==> src/rtl/pattern_sequencer.sv <==
// pattern_sequencer: plays a latched per-channel bit pattern, one symbol per tick period, onto CHANNELS outputs
//   CLK, RST_N            clock, asynchronous active-low reset
//   pattern_in            channel c at [c*MESSAGE_WIDTH +: MESSAGE_WIDTH], symbol 0 in the LSB
//   length, tick_rate     symbols per pass, clock cycles per symbol (latched on load)
//   loop_mode             1 = repeat passes, 0 = one pass then return to IDLE
//   load_valid/load_ready load handshake; ready only in IDLE
//   abort                 return to IDLE from RUN without a done pulse
//   LED, blink_index      current symbol per channel and its index
//   busy, done            RUN status and one-cycle pass-complete pulse
module pattern_sequencer #(
  parameter int CHANNELS      = 4,
  parameter int MESSAGE_WIDTH = 102,
  parameter int TICK_WIDTH    = 32,
  parameter int LEN_WIDTH     = $clog2(MESSAGE_WIDTH + 1),
  parameter int IDX_WIDTH     = $clog2(MESSAGE_WIDTH)
) (
  input  logic                              CLK,
  input  logic                              RST_N,
  input  logic [CHANNELS*MESSAGE_WIDTH-1:0] pattern_in,
  input  logic [LEN_WIDTH-1:0]              length,
  input  logic [TICK_WIDTH-1:0]             tick_rate,
  input  logic                              loop_mode,
  input  logic                              load_valid,
  output logic                              load_ready,
  input  logic                              abort,
  output logic [CHANNELS-1:0]               LED,
  output logic [IDX_WIDTH-1:0]              blink_index,
  output logic                              busy,
  output logic                              done
);
  typedef enum logic {IDLE, RUN} state_t;
  localparam logic [LEN_WIDTH-1:0] MAX_LEN = LEN_WIDTH'(MESSAGE_WIDTH);
  state_t                            state_q, state_d;
  logic [CHANNELS*MESSAGE_WIDTH-1:0] pat_q, pat_d;
  logic [LEN_WIDTH-1:0]              len_q, len_d;
  logic [TICK_WIDTH-1:0]             rate_q, rate_d, presc_q, presc_d;
  logic                              loop_q, loop_d, done_q, done_d;
  logic [IDX_WIDTH-1:0]              idx_q, idx_d;
  logic                              tick, last;
  assign tick = presc_q == rate_q - TICK_WIDTH'(1);
  assign last = LEN_WIDTH'(idx_q) == len_q - LEN_WIDTH'(1);
  always_ff @(posedge CLK or negedge RST_N) begin
    if (!RST_N) begin
      state_q <= IDLE;
      pat_q   <= '0;
      len_q   <= '0;
      rate_q  <= '0;
      loop_q  <= 1'b0;
      presc_q <= '0;
      idx_q   <= '0;
      done_q  <= 1'b0;
    end else begin
      state_q <= state_d;
      pat_q   <= pat_d;
      len_q   <= len_d;
      rate_q  <= rate_d;
      loop_q  <= loop_d;
      presc_q <= presc_d;
      idx_q   <= idx_d;
      done_q  <= done_d;
    end
  end
  always_comb begin
    state_d = state_q;
    pat_d   = pat_q;
    len_d   = len_q;
    rate_d  = rate_q;
    loop_d  = loop_q;
    presc_d = presc_q;
    idx_d   = idx_q;
    done_d  = 1'b0;
    if (state_q == IDLE) begin
      if (load_valid) begin
        state_d = RUN;
        pat_d   = pattern_in;
        len_d   = (length == '0 || length > MAX_LEN) ? MAX_LEN : length;
        rate_d  = (tick_rate == '0) ? TICK_WIDTH'(1) : tick_rate;
        loop_d  = loop_mode;
        presc_d = '0;
        idx_d   = '0;
      end
    end else if (abort) begin
      state_d = IDLE;
      presc_d = '0;
      idx_d   = '0;
    end else if (tick) begin
      presc_d = '0;
      done_d  = last;
      idx_d   = last ? '0 : idx_q + IDX_WIDTH'(1);
      state_d = (last && !loop_q) ? IDLE : RUN;
    end else begin
      presc_d = presc_q + TICK_WIDTH'(1);
    end
  end
  assign busy        = state_q == RUN;
  assign load_ready  = state_q == IDLE;
  assign done        = done_q;
  assign blink_index = idx_q;
  for (genvar c = 0; c < CHANNELS; c++) begin : g_ch
    logic [MESSAGE_WIDTH-1:0] ch;
    assign ch     = pat_q[c*MESSAGE_WIDTH +: MESSAGE_WIDTH];
    assign LED[c] = busy & ch[idx_q];
  end
endmodule

==> config.mk <==
export PLATFORM = sky130hd
export DESIGN_NAME = pattern_sequencer
export DESIGN_NICKNAME = d
export VERILOG_FILES = /design/src/rtl/pattern_sequencer.sv
export SDC_FILE = /design/constraint.sdc
export NUM_CORES = 1
export LEC_CHECK = 0
export ABC_AREA = 0
export ABC_CLOCK_PERIOD_IN_PS = 5800
export BUFFER_PORTS_ARGS = -buffer_cell sky130_fd_sc_hd__buf_2
export CORE_MARGIN = 2
export CORE_UTILIZATION = 56
export CTS_CLUSTER_DIAMETER = 100
export DETAILED_ROUTE_END_ITERATION = 10
export HOLD_SLACK_MARGIN = 0.12
export PLACE_DENSITY = 0.88
export RECOVER_POWER = 100
export SLEW_MARGIN = 30
export SYNTH_ARGS = -nofsm -noshare
export SYNTH_HDL_FRONTEND = slang
export SYNTH_SLANG_ARGS = --single-unit
==> constraint.sdc <==
create_clock -name CLK -period 5.8 [get_ports CLK]
set_clock_uncertainty 0.2 [all_clocks]
set_input_delay 1.16 -clock CLK [delete_from_list [all_inputs] [get_ports CLK]]
set_output_delay 1.16 -clock CLK [all_outputs]
set_load 0.005 [all_outputs]
==> summary.md, run 1 <==
| Metric | Value |
|---|---|
| Critical path arrival | `3890 ps` |
| CP peak stage delay | `970 ps` |
| GPL Wtd Cong | `0.964` |
| Leading area contributor after synthesis | `dfrtp_1` |
| Post-DP HPWL | `49000 µm` |
| Port bufs | `465` |
| DRT Wirelength | `70700 µm` |
| Largest net degree at the start of global routing | `205` |
| Post-CTS setup buffers | `0` |
| Clk sinks | `489` |
| Initial drt markers | `2235` |
| DRT antenna net count | `0` |
| Crit path launch | `blink_index[0]$_DFFE_PN0P_` |
| Antenna violations before repair | `3` |
| Crit-path cells | `buf_12 > mux4_2 > mux4_2 > mux2i_1 > o221ai_1 > o311a_1 > clkbuf_1` |
| Most Frequent Cell on Critical Path | `mux4_2` |
| CTS tree | `yes` |
| Mean Syn Cell Area | `9.32 µm²` |
| PD cells | `351 mW/mm²` |
| Outcome | `finished, violations left` |
| Pwr Total | `9.76 mW` |
| Worst slack at placement | `1190 ps` |
| Vias in the first global route | `21100` |
| Die area | `0.0435 mm²` |
| Period utilization | `90.6%` |
| CTS Buffer Depth | `3` |
| Crit end category | `primary output` |
| Kind of critical path | `flip-flop to primary output` |
| Unrepaired setup endpoints after global routing | `false` |
| Top-level I/O count | `466` |
| M1 WL | `26500 µm` |
| Synth Register Bits | `489` |
| Util after Layout | `67.8%` |
| GRT Total Usage | `33.0%` |
| Failing checks | `capacitance limit, slew limit` |
| WHS | `268 ps` |
| Routed vias | `20400` |
| Layout cells sized above 1 | `23.8%` |
| Fill cells | `2959` |
| Cell area after synthesis | `0.0234 mm²` |
| Metal2 WL | `34200 µm` |
| Hold Crit Class | `flip-flop to flip-flop` |
| Gr ovfl total | `0` |
| Post-synth EDFFs | `0` |
| YS warnings | `0` |
| Ys flop type | `dfrtp_1` |
| Max_slew headroom | `-78.3%` |
| Ys async rst share | `100%` |
| PnR worst setup slack | `548 ps` |
| Seq/Total Area, Yosys | `52.3%` |
| Top-count cell post-synth | `nand2_1` |
| TritonCTS buffer count | `51` |
| Hold-fix buffers at CTS | `0` |
| Hold Startpoint | `pat_q[250]$_DFFE_PN0P_` |
| Max Freq | `190 MHz` |
| Drt drc | `0` |
| Fin Setup TNS | `0 ps` |
| Reg-to-Reg Start | `rate_q[2]$_DFFE_PN0P_` |
| Area delta synth->final | `18.8%` |
| Layout net count | `3361` |
| Worst Path Required | `4440 ps` |
| Max IR drop VDD | `0.000270 V` |
| Post-CTS Resized | `0` |
| Die Wd | `208 µm` |
| Slowest-stage cell, CP | `dfrtp_4` |
| Drt wl/cell | `20.3 µm` |
| Static leakage | `14.2 nW` |
| Clock slew at reported path FFs | `60 ps` |
| Final Hold Fails | `0` |
| Final Critical Period | `5250 ps` |
| Syn Inst Count | `2512` |
| Total of max-cap violations | `10` |
| CP startpoint kind | `flip-flop` |
| Setup violations, final | `0` |
| Met3 routed wirelength | `5980 µm` |
| Top area cells in the synthesized netlist | `dfrtp_1 (52%), nand2_1 (22%), mux4_2 (12%)` |
| Core outline area | `0.0410 mm²` |
| Clock root buffer | `clkbuf_16` |
| Worst-Skew Late Latency | `610 ps` |
| Post-synth top area share | `52.3%` |
| Slew at the pin closest to its max-slew limit | `2680 ps` |
| # rows | `74` |
| Initial cell density of the core | `57.1%` |
| Syn_nets | `2968` |
| Synth cell count leaders | `nand2_1 (1348), dfrtp_1 (489), clkbuf_1 (127), mux4_2 (124), nor2_1 (60)` |
| CTS HTree Levels | `2` |
| First-pass GRT wire length | `111000 µm` |
| Die H | `208 µm` |
| Top routing layer used | `met5` |
| Cell variety after synth | `60` |
| Pins Over Slew Limit | `688` |
| 1st-pass router iterations | `7` |
| CP Max Fanout | `45` |
| Vias per inst | `5.86` |
==> flip-flops by register name, indices dropped and copies added (netlist names) <==
name / count
loop_q: 1
busy: 1
presc_q: 32
rate_q: 32
pat_q: 408
done: 1
blink_index: 7
len_q: 7
==> layout make-up <==
cell class | instances | area [µm²] | share of cell area, %
repair buffers | 490 | 2550 | 9.16
well taps | 532 | 666 | 2.39
clock inverters | 21 | 305 | 1.10
flip-flops and latches | 489 | 12200 | 44.0
diodes | 1 | 2.50 | 0.00900
inverters | 14 | 52.6 | 0.189
multi-input cells | 1859 | 10500 | 37.8
clock buffers | 73 | 1490 | 5.36
==> path summary, 6_finish.rpt <==
check	endpoint	slack, ps	cells past startpoint
worst min-delay path	pat_q[250]$_DFFE_PN0P_	270	2
min in group asynchronous	pat_q[244]$_DFFE_PN0P_	870	1
max in group asynchronous	pat_q[6]$_DFFE_PN0P_	1090	2
worst max-delay path	LED[3]	550	7
worst max register to register	presc_q[31]$_DFFE_PN0P_	650	9
worst min register to register	pat_q[250]$_DFFE_PN0P_	270	2
==> power by group <==
group          leakage, nW  internal [mW]  total [mW]  switching, mW
clock                0.873           2.06        3.47           1.41
combinational         7.25          0.766        1.75          0.985
sequential            6.09           4.06        4.54          0.484
==> worst max-delay path: cells and delay by family, from the launching register on <==
family          cells  cell delay (ps)
flops               1              970
compound gates      2              440
mux                 3             1310
buf+inv             2              510
==> placed cells by master, fill, tap and decap left out, drive strengths merged, types with 12 or more instances in the layout <==
cell    synthesis  final
nand2        1348   1348
dfrtp         489    489
buf            23    472
mux4          124    124
clkbuf        127     90
nor2           60     60
xnor2          36     36
xor2           33     33
nor4           27     27
o21ai          26     26
mux2i          24     24
nand4          17     17
nand3          15     15
a21oi          15     15
inv            14     15
or4            14     14
and3           12     12
==> stage by stage <==
stage	area [µm²]	instances
CTS	27900	3477
floorplan	23400	2512
finish	27800	3479
detailed placement	26100	3383
global placement	26100	3383
global route	27800	3479
==> logic make-up (layout without fill, tap and decap cells) <==
group / after synthesis / after routing / synth area share (%)
DFF: 489 / 489 / 52.3
and+or+nand+nor: 1541 / 1541 / 26.4
other: 0 / 1 / 0
AOI/OAI and AO/OA: 97 / 97 / 2.79
muxes: 148 / 148 / 13.0
buffers and inverters: 164 / 598 / 2.77
xor gates and xnor gates: 69 / 69 / 2.58
adders and majority gates: 4 / 4 / 0.214
==> metal layers <==
metal | GRT usage [%] | up-vias
met5 | 0 | -
met4 | 17.4 | 4
met3 | 6.34 | 289
met2 | 53.5 | 1191
met1 | 42.4 | 9881
li1 | - | 9019
(Power assumes the default switching activity.)
==> run 2: changes to the inputs <==
--- a/config.mk
+++ b/config.mk
@@ -13,7 +13,7 @@
 export CTS_CLUSTER_DIAMETER = 100
 export DETAILED_ROUTE_END_ITERATION = 10
 export HOLD_SLACK_MARGIN = 0.12
-export PLACE_DENSITY = 0.88
+export PLACE_DENSITY = 0.77
 export RECOVER_POWER = 100
 export SLEW_MARGIN = 30
 export SYNTH_ARGS = -nofsm -noshare
==> run 2 against run 1 <==
Critical path type unchanged. Routed wire length is 3.7% lower. The run still ends with capacitance limit, slew limit left. Sequential share of layout area is 0.14 points lower. Count of clock-buffer cells in the layout is 1 higher. Non-clock buffer count is 4 higher.
==> summary.md, run 2 (synthesis gave the netlist of run 1 again) <==
| Metric | Value |
|---|---|
| Layout cells sized above 1 | `23.9% (was 23.8%)` |
| DRT Wirelength | `68100 µm (was 70700 µm)` |
| Fin Setup TNS | `0 ps (unchanged)` |
| Commonest non-fill, non-tap cells in the layout | `nand2_1 (1348), dfrtp_1 (486), buf_2 (460) (was nand2_1 (1348), dfrtp_1 (487), buf_2 (457))` |
| Largest registers | `pat_q x408, presc_q x32, rate_q x32 (unchanged)` |
| Static leakage | `14.3 nW (was 14.2 nW)` |
| Util after Layout | `68.1% (was 67.8%)` |
| Max_slew headroom | `-95.4% (was -78.3%)` |
| R2R depth | `9 (unchanged)` |
| Reg-to-Reg Start | `rate_q[8]$_DFFE_PN0P_ (was rate_q[2]$_DFFE_PN0P_)` |
| Dpl cells | `3387 (was 3383)` |
| Final Hold Fails | `0 (unchanged)` |
| CTS tree | `yes (unchanged)` |
| Drt wl/cell | `19.5 µm (was 20.3 µm)` |
| GRT Total Usage | `31.8% (was 33.0%)` |
| Outcome | `finished, violations left (unchanged)` |
| Largest net degree at the start of global routing | `159 (was 205)` |
| DRT antenna net count | `0 (unchanged)` |
| Antenna violations before repair | `9 (was 3)` |
| Setup violations, final | `0 (unchanged)` |
| Crit path launch | `blink_index[0]$_DFFE_PN0P_ (unchanged)` |
| Die Wd | `208 µm (unchanged)` |
| Kind of critical path | `flip-flop to primary output (unchanged)` |
| Post-CTS setup buffers | `0 (unchanged)` |
| Worst Path Required | `4440 ps (about the same)` |
| Clock root buffer | `clkbuf_16 (unchanged)` |
| Switch Pwr | `2.78 mW (was 2.88 mW)` |
| Top-level I/O count | `466 (unchanged)` |
| Initial drt markers | `1684 (was 2235)` |
| Die H | `208 µm (unchanged)` |
| Unrepaired setup endpoints after global routing | `false (unchanged)` |
| Worst-Skew Late Latency | `590 ps (was 610 ps)` |
| Post-CTS Resized | `0 (unchanged)` |
| Core outline area | `0.0410 mm² (unchanged)` |
| 1st-pass router iterations | `5 (was 7)` |
| Worst slack at placement | `1190 ps (about the same)` |
| Vias in the first global route | `20300 (was 21100)` |
| M2 GR Usage | `51.4% (was 53.5%)` |
| # rows | `74 (unchanged)` |
| Post-DP HPWL | `48400 µm (was 49000 µm)` |
| CP Max Fanout | `23 (was 45)` |
| CP startpoint kind | `flip-flop (unchanged)` |
| Met1 Use GR | `42.4% (about the same)` |
| Failing checks | `capacitance limit, slew limit (unchanged)` |
| Max FFs per register | `408 (unchanged)` |
| Die area | `0.0435 mm² (unchanged)` |
| Gr ovfl total | `0 (unchanged)` |
| GPL Wtd Cong | `0.900 (was 0.964)` |
| Period utilization | `91.3% (was 90.6%)` |
| Sequential share of power | `46.7% (was 46.5%)` |
| Cell area after layout | `0.0279 mm² (was 0.0278 mm²)` |
| Fill cells | `3161 (was 2959)` |
| CTS Buffer Depth | `3 (unchanged)` |
| Initial cell density of the core | `57.1% (unchanged)` |
| Drt drc | `0 (unchanged)` |
| Port bufs | `465 (unchanged)` |
| Slew at the pin closest to its max-slew limit | `2930 ps (was 2680 ps)` |
| Worst reg2reg endpoint | `presc_q[11]$_DFFE_PN0P_ (was presc_q[31]$_DFFE_PN0P_)` |
| Hold-fix buffers at CTS | `0 (unchanged)` |
| TritonCTS buffer count | `51 (unchanged)` |
| Power share of the clock group | `35.5% (was 35.6%)` |
| Critical Path Sink | `LED[1] (was LED[3])` |
| Finished Layout Cells | `3485 (was 3479)` |
| Vias per inst | `5.67 (was 5.86)` |
| Max IR drop VDD | `0.000213 V (was 0.000270 V)` |
| Clk sinks | `489 (unchanged)` |
| Layout net count | `3365 (was 3361)` |
| Area delta synth->final | `19.2% (was 18.8%)` |
| PD cells | `347 mW/mm² (was 351 mW/mm²)` |
| Commonest non-fill, non-tap cell in the layout | `nand2_1 (unchanged)` |
| Hold Crit Class | `flip-flop to flip-flop (unchanged)` |
| CTS HTree Levels | `2 (unchanged)` |
| Crit end category | `primary output (unchanged)` |
| Flop2flop setup slack | `580 ps (was 650 ps)` |
| Pins Over Slew Limit | `351 (was 688)` |
| Reg with most FFs | `pat_q (unchanged)` |
| Clock slew at reported path FFs | `60 ps (about the same)` |
| Max Freq | `189 MHz (was 190 MHz)` |
| First-pass GRT wire length | `108000 µm (was 111000 µm)` |
| Cell Area, Placed | `0.0262 mm² (was 0.0261 mm²)` |
| Routed vias | `19800 (was 20400)` |
| PnR worst setup slack | `507 ps (was 548 ps)` |
| Total of max-cap violations | `6 (was 10)` |
| Global routing's busiest layer | `met2 (unchanged)` |
| Final Critical Period | `5290 ps (was 5250 ps)` |
| Pint | `6.92 mW (was 6.89 mW)` |
| Critical path arrival | `3930 ps (was 3890 ps)` |
| Sw frac | `28.6% (was 29.5%)` |
| Met3 usage | `5.12% (was 6.34%)` |
| Share of total power in combinational logic | `17.8% (was 17.9%)` |
==> run 2: cell count changes in the layout (fill, tap and decap cells not counted), sizes merged <==
| cell | before | now |
|---|---|---|
| diode | 1 | 8 |
| bufinv | 6 | 7 |
| clkbuf | 90 | 86 |
| clkinvlp | 4 | 0 |
| inv | 15 | 16 |
| buf | 472 | 482 |
| dlymetal6s4s | 1 | 0 |
| clkinv | 10 | 6 |
==> run 2: power groups by stage <==
stage               clock [mW]  combinational, mW  sequential (mW)
floorplan                    0               1.21             4.36
global placement             0               1.65             4.54
detailed placement           0               1.71             4.56
CTS                       3.49               1.73             4.51
global route              3.63               1.95             4.59
finish                    3.44               1.72             4.53
==> run 2: area by class of cell <==
type,instances,area [µm²],area share [%]
timing repair buffer,494,2640,9.47
multi-input combinational,1859,10500,37.7
antenna,8,20.0,0.0717
clock inverter,15,273,0.977
sequential,489,12200,43.9
clock buffer,74,1490,5.32
inverter,14,52.6,0.188
tap,532,666,2.38
==> run 2: worst min-delay path by stage <==
stage                            from  cells past startpoint                     end  slack (ps)
2_1_floorplan  pat_q[104]$_DFFE_PN0P_                      2  pat_q[104]$_DFFE_PN0P_         240
3_3_place_gp   pat_q[292]$_DFFE_PN0P_                      2  pat_q[292]$_DFFE_PN0P_         250
3_5_place_dp   pat_q[161]$_DFFE_PN0P_                      2  pat_q[161]$_DFFE_PN0P_         260
4_1_cts         pat_q[34]$_DFFE_PN0P_                      2   pat_q[34]$_DFFE_PN0P_         270
5_1_grt        pat_q[404]$_DFFE_PN0P_                      2  pat_q[404]$_DFFE_PN0P_         290
6_report       pat_q[109]$_DFFE_PN0P_                      2  pat_q[109]$_DFFE_PN0P_         270
==> run 2: worst max-delay path, cell delays in order (launching register included) <==
cell      delay, ps
dfrtp_4         740
clkbuf_2        470
mux4_2          580
mux4_2          490
mux4_2          470
mux2i_1         350
nor2_1           90
buf_2           140
==> run 2: per-layer routing <==
layer / routed length (µm) / vias up
met5: 13 / -
met4: 3180 / 2
met3: 4450 / 178
met2: 32800 / 821
met1: 27700 / 9729
li1: - / 9022
==> run 2: metrics by stage <==
| step | hold slack [ps] | total power, mW |
|---|---|---|
| after floorplan | 240 | 5.57 |
| final | 272 | 9.70 |
| after detailed placement | 258 | 6.27 |
| after global placement | 253 | 6.18 |
| after global routing | 293 | 10.2 |
| after CTS | 273 | 9.73 |
==> run 3: changes to the inputs <==
--- a/config.mk
+++ b/config.mk
@@ -5,7 +5,7 @@
 export SDC_FILE = /design/constraint.sdc
 export NUM_CORES = 1
 export LEC_CHECK = 0
-export ABC_AREA = 0
+export ABC_AREA = 1
 export ABC_CLOCK_PERIOD_IN_PS = 5800
 export BUFFER_PORTS_ARGS = -buffer_cell sky130_fd_sc_hd__buf_2
 export CORE_MARGIN = 2
==> run 3 against run 2 <==
The run still ends with capacitance limit, slew limit left. Critical path depth increased by 4. Sequential power is 1% lower. Global-route usage is 1.6 points higher. Setup slack better by 60 ps. Non-clock buffer count decreased by 5. Cell count increased by 25%. Cell area rose by 3.6%. Area after synthesis up 5.0%. Count of clock-buffer cells in the layout fell by 1.
==> summary.md, run 3 <==
| Metric | Value |
|---|---|
| Global routing's busiest layer | `met2 (unchanged)` |
| Static leakage | `15.4 nW (was 14.3 nW)` |
| Area delta synth->final | `17.6% (was 19.2%)` |
| Dpl cells | `4250 (was 3387)` |
| GRT Total Usage | `33.4% (was 31.8%)` |
| Vias per inst | `5.50 (was 5.67)` |
| Unrepaired setup endpoints after global routing | `false (unchanged)` |
| Cell area after synthesis | `0.0246 mm² (was 0.0234 mm²)` |
| # rows | `76 (was 74)` |
| WHS | `264 ps (was 272 ps)` |
| Gr ovfl total | `0 (unchanged)` |
| Mean Syn Cell Area | `7.30 µm² (was 9.32 µm²)` |
| Post-synth EDFFs | `0 (unchanged)` |
| Area of the multi-input gates | `0.0112 mm² (was 0.0105 mm²)` |
| Max IR drop VDD | `0.000211 V (was 0.000213 V)` |
| Synth Register Bits | `489 (unchanged)` |
| Met3 usage | `5.24% (was 5.12%)` |
| Commonest non-fill, non-tap cell in the layout | `nand2_1 (unchanged)` |
| Worst Path Required | `4440 ps (about the same)` |
| Max Freq | `191 MHz (was 189 MHz)` |
| Commonest non-fill, non-tap cells in the layout | `nand2_1 (1573), dfrtp_1 (487), buf_2 (455) (was nand2_1 (1348), dfrtp_1 (486), buf_2 (460))` |
| Clock root buffer | `clkbuf_16 (unchanged)` |
| CP Max Fanout | `18 (was 23)` |
| 1st-pass router iterations | `6 (was 5)` |
| CTS tree | `yes (unchanged)` |
| Syn_nets | `3826 (was 2968)` |
| Reg with most FFs | `pat_q (unchanged)` |
| Routed vias | `23900 (was 19800)` |
| Max_slew headroom | `-95.5% (was -95.4%)` |
| Post-DP HPWL | `52700 µm (was 48400 µm)` |
| Crit end category | `primary output (unchanged)` |
| Pwr Total | `10.2 mW (was 9.70 mW)` |
| Final Hold Fails | `0 (unchanged)` |
| CP startpoint kind | `flip-flop (unchanged)` |
| Outcome | `finished, violations left (unchanged)` |
| DRT Wirelength | `76900 µm (was 68100 µm)` |
| Flop2flop setup slack | `790 ps (was 580 ps)` |
| Ys async rst share | `100% (unchanged)` |
| Vias in the first global route | `22100 (was 20300)` |
| Clock slew at reported path FFs | `60 ps (about the same)` |
| CTS Buffer Depth | `3 (unchanged)` |
| Hold Crit Class | `flip-flop to flip-flop (unchanged)` |
| PD cells | `354 mW/mm² (was 347 mW/mm²)` |
| Post-CTS Resized | `0 (unchanged)` |
| Ys flop type | `dfrtp_1 (unchanged)` |
| Drt wl/cell | `17.7 µm (was 19.5 µm)` |
| Final Critical Period | `5230 ps (was 5290 ps)` |
| TritonCTS buffer count | `50 (was 51)` |
| Top area cells in the synthesized netlist | `dfrtp_1 (50%), nand2_1 (24%), nor2_1 (5.2%) (was dfrtp_1 (52%), nand2_1 (22%), mux4_2 (12%))` |
| Failing checks | `capacitance limit, slew limit (unchanged)` |
| Leading area contributor after synthesis | `dfrtp_1 (unchanged)` |
| Worst-Skew Late Latency | `600 ps (was 590 ps)` |
| Fill cells | `3869 (was 3161)` |
| Period utilization | `90.2% (was 91.3%)` |
| Syn Inst Count | `3370 (was 2512)` |
| Max FFs per register | `408 (unchanged)` |
| Seq/Total Area, Yosys | `49.8% (was 52.3%)` |
| Post-CTS setup buffers | `0 (unchanged)` |
| Clk sinks | `489 (unchanged)` |
| Worst reg2reg endpoint | `pat_q[125]$_DFFE_PN0P_ (was presc_q[11]$_DFFE_PN0P_)` |
| Hold depth | `2 (unchanged)` |
| Kind of critical path | `flip-flop to primary output (unchanged)` |
| Hold endpoint | `pat_q[297]$_DFFE_PN0P_ (was pat_q[109]$_DFFE_PN0P_)` |
| Die Wd | `214 µm (was 208 µm)` |
| Drt drc | `0 (unchanged)` |
| Antenna violations before repair | `3 (was 9)` |
| Core outline area | `0.0432 mm² (was 0.0410 mm²)` |
| Slew at the pin closest to its max-slew limit | `2930 ps (about the same)` |
| Die area | `0.0456 mm² (was 0.0435 mm²)` |
| GPL Wtd Cong | `0.924 (was 0.900)` |
| Initial drt markers | `2403 (was 1684)` |
| Hold-fix buffers at CTS | `0 (unchanged)` |
| Top-count cell post-synth | `nand2_1 (unchanged)` |
| Cell variety after synth | `42 (was 60)` |
| R2R depth | `5 (was 9)` |
| Largest net degree at the start of global routing | `236 (was 159)` |
| Pins Over Slew Limit | `831 (was 351)` |
| Initial cell density of the core | `57.0% (was 57.1%)` |
| Die H | `214 µm (was 208 µm)` |
| Finished Layout Cells | `4348 (was 3485)` |
| M2 GR Usage | `51.8% (was 51.4%)` |
| Synth cell count leaders | `nand2_1 (1569), dfrtp_1 (489), nor2_1 (339), o21ai_0 (243), clkbuf_1 (175) (was nand2_1 (1348), dfrtp_1 (489), clkbuf_1 (127), mux4_2 (124), nor2_1 (60))` |
| Top-level I/O count | `466 (unchanged)` |
| YS warnings | `0 (unchanged)` |
| Layout net count | `4173 (was 3365)` |
| Reg-to-Reg Start | `busy$_DFF_PN0_ (was rate_q[8]$_DFFE_PN0P_)` |
| First-pass GRT wire length | `118000 µm (was 108000 µm)` |
| Port bufs | `465 (unchanged)` |
| Largest registers | `pat_q x408, presc_q x32, rate_q x32 (unchanged)` |
| CTS HTree Levels | `2 (unchanged)` |
| Total of max-cap violations | `10 (was 6)` |
| DRT antenna net count | `0 (unchanged)` |
| Post-synth top area share | `49.8% (was 52.3%)` |
| Worst slack at placement | `1560 ps (was 1190 ps)` |
| Met1 Use GR | `47.0% (was 42.4%)` |
| Critical path arrival | `3870 ps (was 3930 ps)` |
| PnR worst setup slack | `567 ps (was 507 ps)` |
| Layout cells sized above 1 | `15.8% (was 23.9%)` |
| Sequential cell area | `0.0122 mm² (about the same)` |
| Setup violations, final | `0 (unchanged)` |
| Fin Setup TNS | `0 ps (unchanged)` |
| Hold Startpoint | `pat_q[297]$_DFFE_PN0P_ (was pat_q[109]$_DFFE_PN0P_)` |
## run 3: changes by cell type after synthesis, moves of 17 or more
| cell | delta |
|---|---|
| mux2i_1 | -24 |
| nor2_1 | +279 |
| nand2_1 | +221 |
| a21oi_1 | +44 |
| xnor2_1 | -17 |
| clkbuf_1 | +48 |
| inv_1 | +88 |
| o211ai_1 | +22 |
| o21ai_0 | +218 |
| o221ai_1 | +17 |
| mux4_2 | -124 |
| nand3_1 | +77 |
| o22ai_1 | +54 |
## run 3: kinds of logic after synthesis
family / after synthesis / synth area share, %
adders and majority gates: 4 / 0.204
DFF: 489 / 49.8
and+or+nand+nor: 2086 / 33.3
buffers and inverters: 305 / 4.80
AOI/OAI and AO/OA: 423 / 9.62
xor gates and xnor gates: 63 / 2.30
## run 3: through the flow
stage	util, %	instance area (µm²)
6_report	67.0	28900
5_1_grt	67.0	28900
4_1_cts	67.2	29000
3_5_place_dp	63.0	27200
3_3_place_gp	63.0	27200
2_1_floorplan	-	24600
## run 3: critical path, stage by stage (launching register included)
cell and delay, ps:
dfrtp_1 830, inv_1 450, buf_4 380, nor2_1 460, o21ai_0 170, a2bb2oi_1 170
nor2_1 100, nor2_1 50, nand2_1 80, nand2_1 100, a31oi_1 330, clkbuf_1 150
## run 3: how the worst max path moves through the flow
stage,from,cells after the start,slack (ps),endpoint
after floorplan,blink_index[0]$_DFFE_PN0P_,10,2620,LED[2]
after global placement,blink_index[1]$_DFFE_PN0P_,11,1450,LED[1]
after detailed placement,blink_index[1]$_DFFE_PN0P_,10,1560,LED[2]
after CTS,blink_index[1]$_DFFE_PN0P_,10,880,LED[1]
after global routing,blink_index[2]$_DFFE_PN0P_,10,380,LED[0]
final,blink_index[2]$_DFFE_PN0P_,11,570,LED[2]
## run 3: power breakdown
part,switching [mW],internal (mW)
Combinational,1.45,0.805
Clock,1.39,2.12
Sequential,0.425,4.06
## run 3: final cells by class
| type | count | share of cell area [%] |
|---|---|---|
| flip-flops and latches | 489 | 42.3 |
| multi-input cells | 2576 | 38.6 |
| repair buffers | 489 | 8.76 |
| clock buffers | 73 | 5.21 |
| well taps | 585 | 2.53 |
| inverters | 111 | 1.48 |
| clock inverters | 21 | 1.06 |
| diodes | 4 | 0.0346 |
## run 3: per-layer routing
layer	vias up	part of all wire (%)
met5	-	0
met4	0	4.0
met3	163	8.2
met2	1067	45
met1	11300	42
li1	11400	-
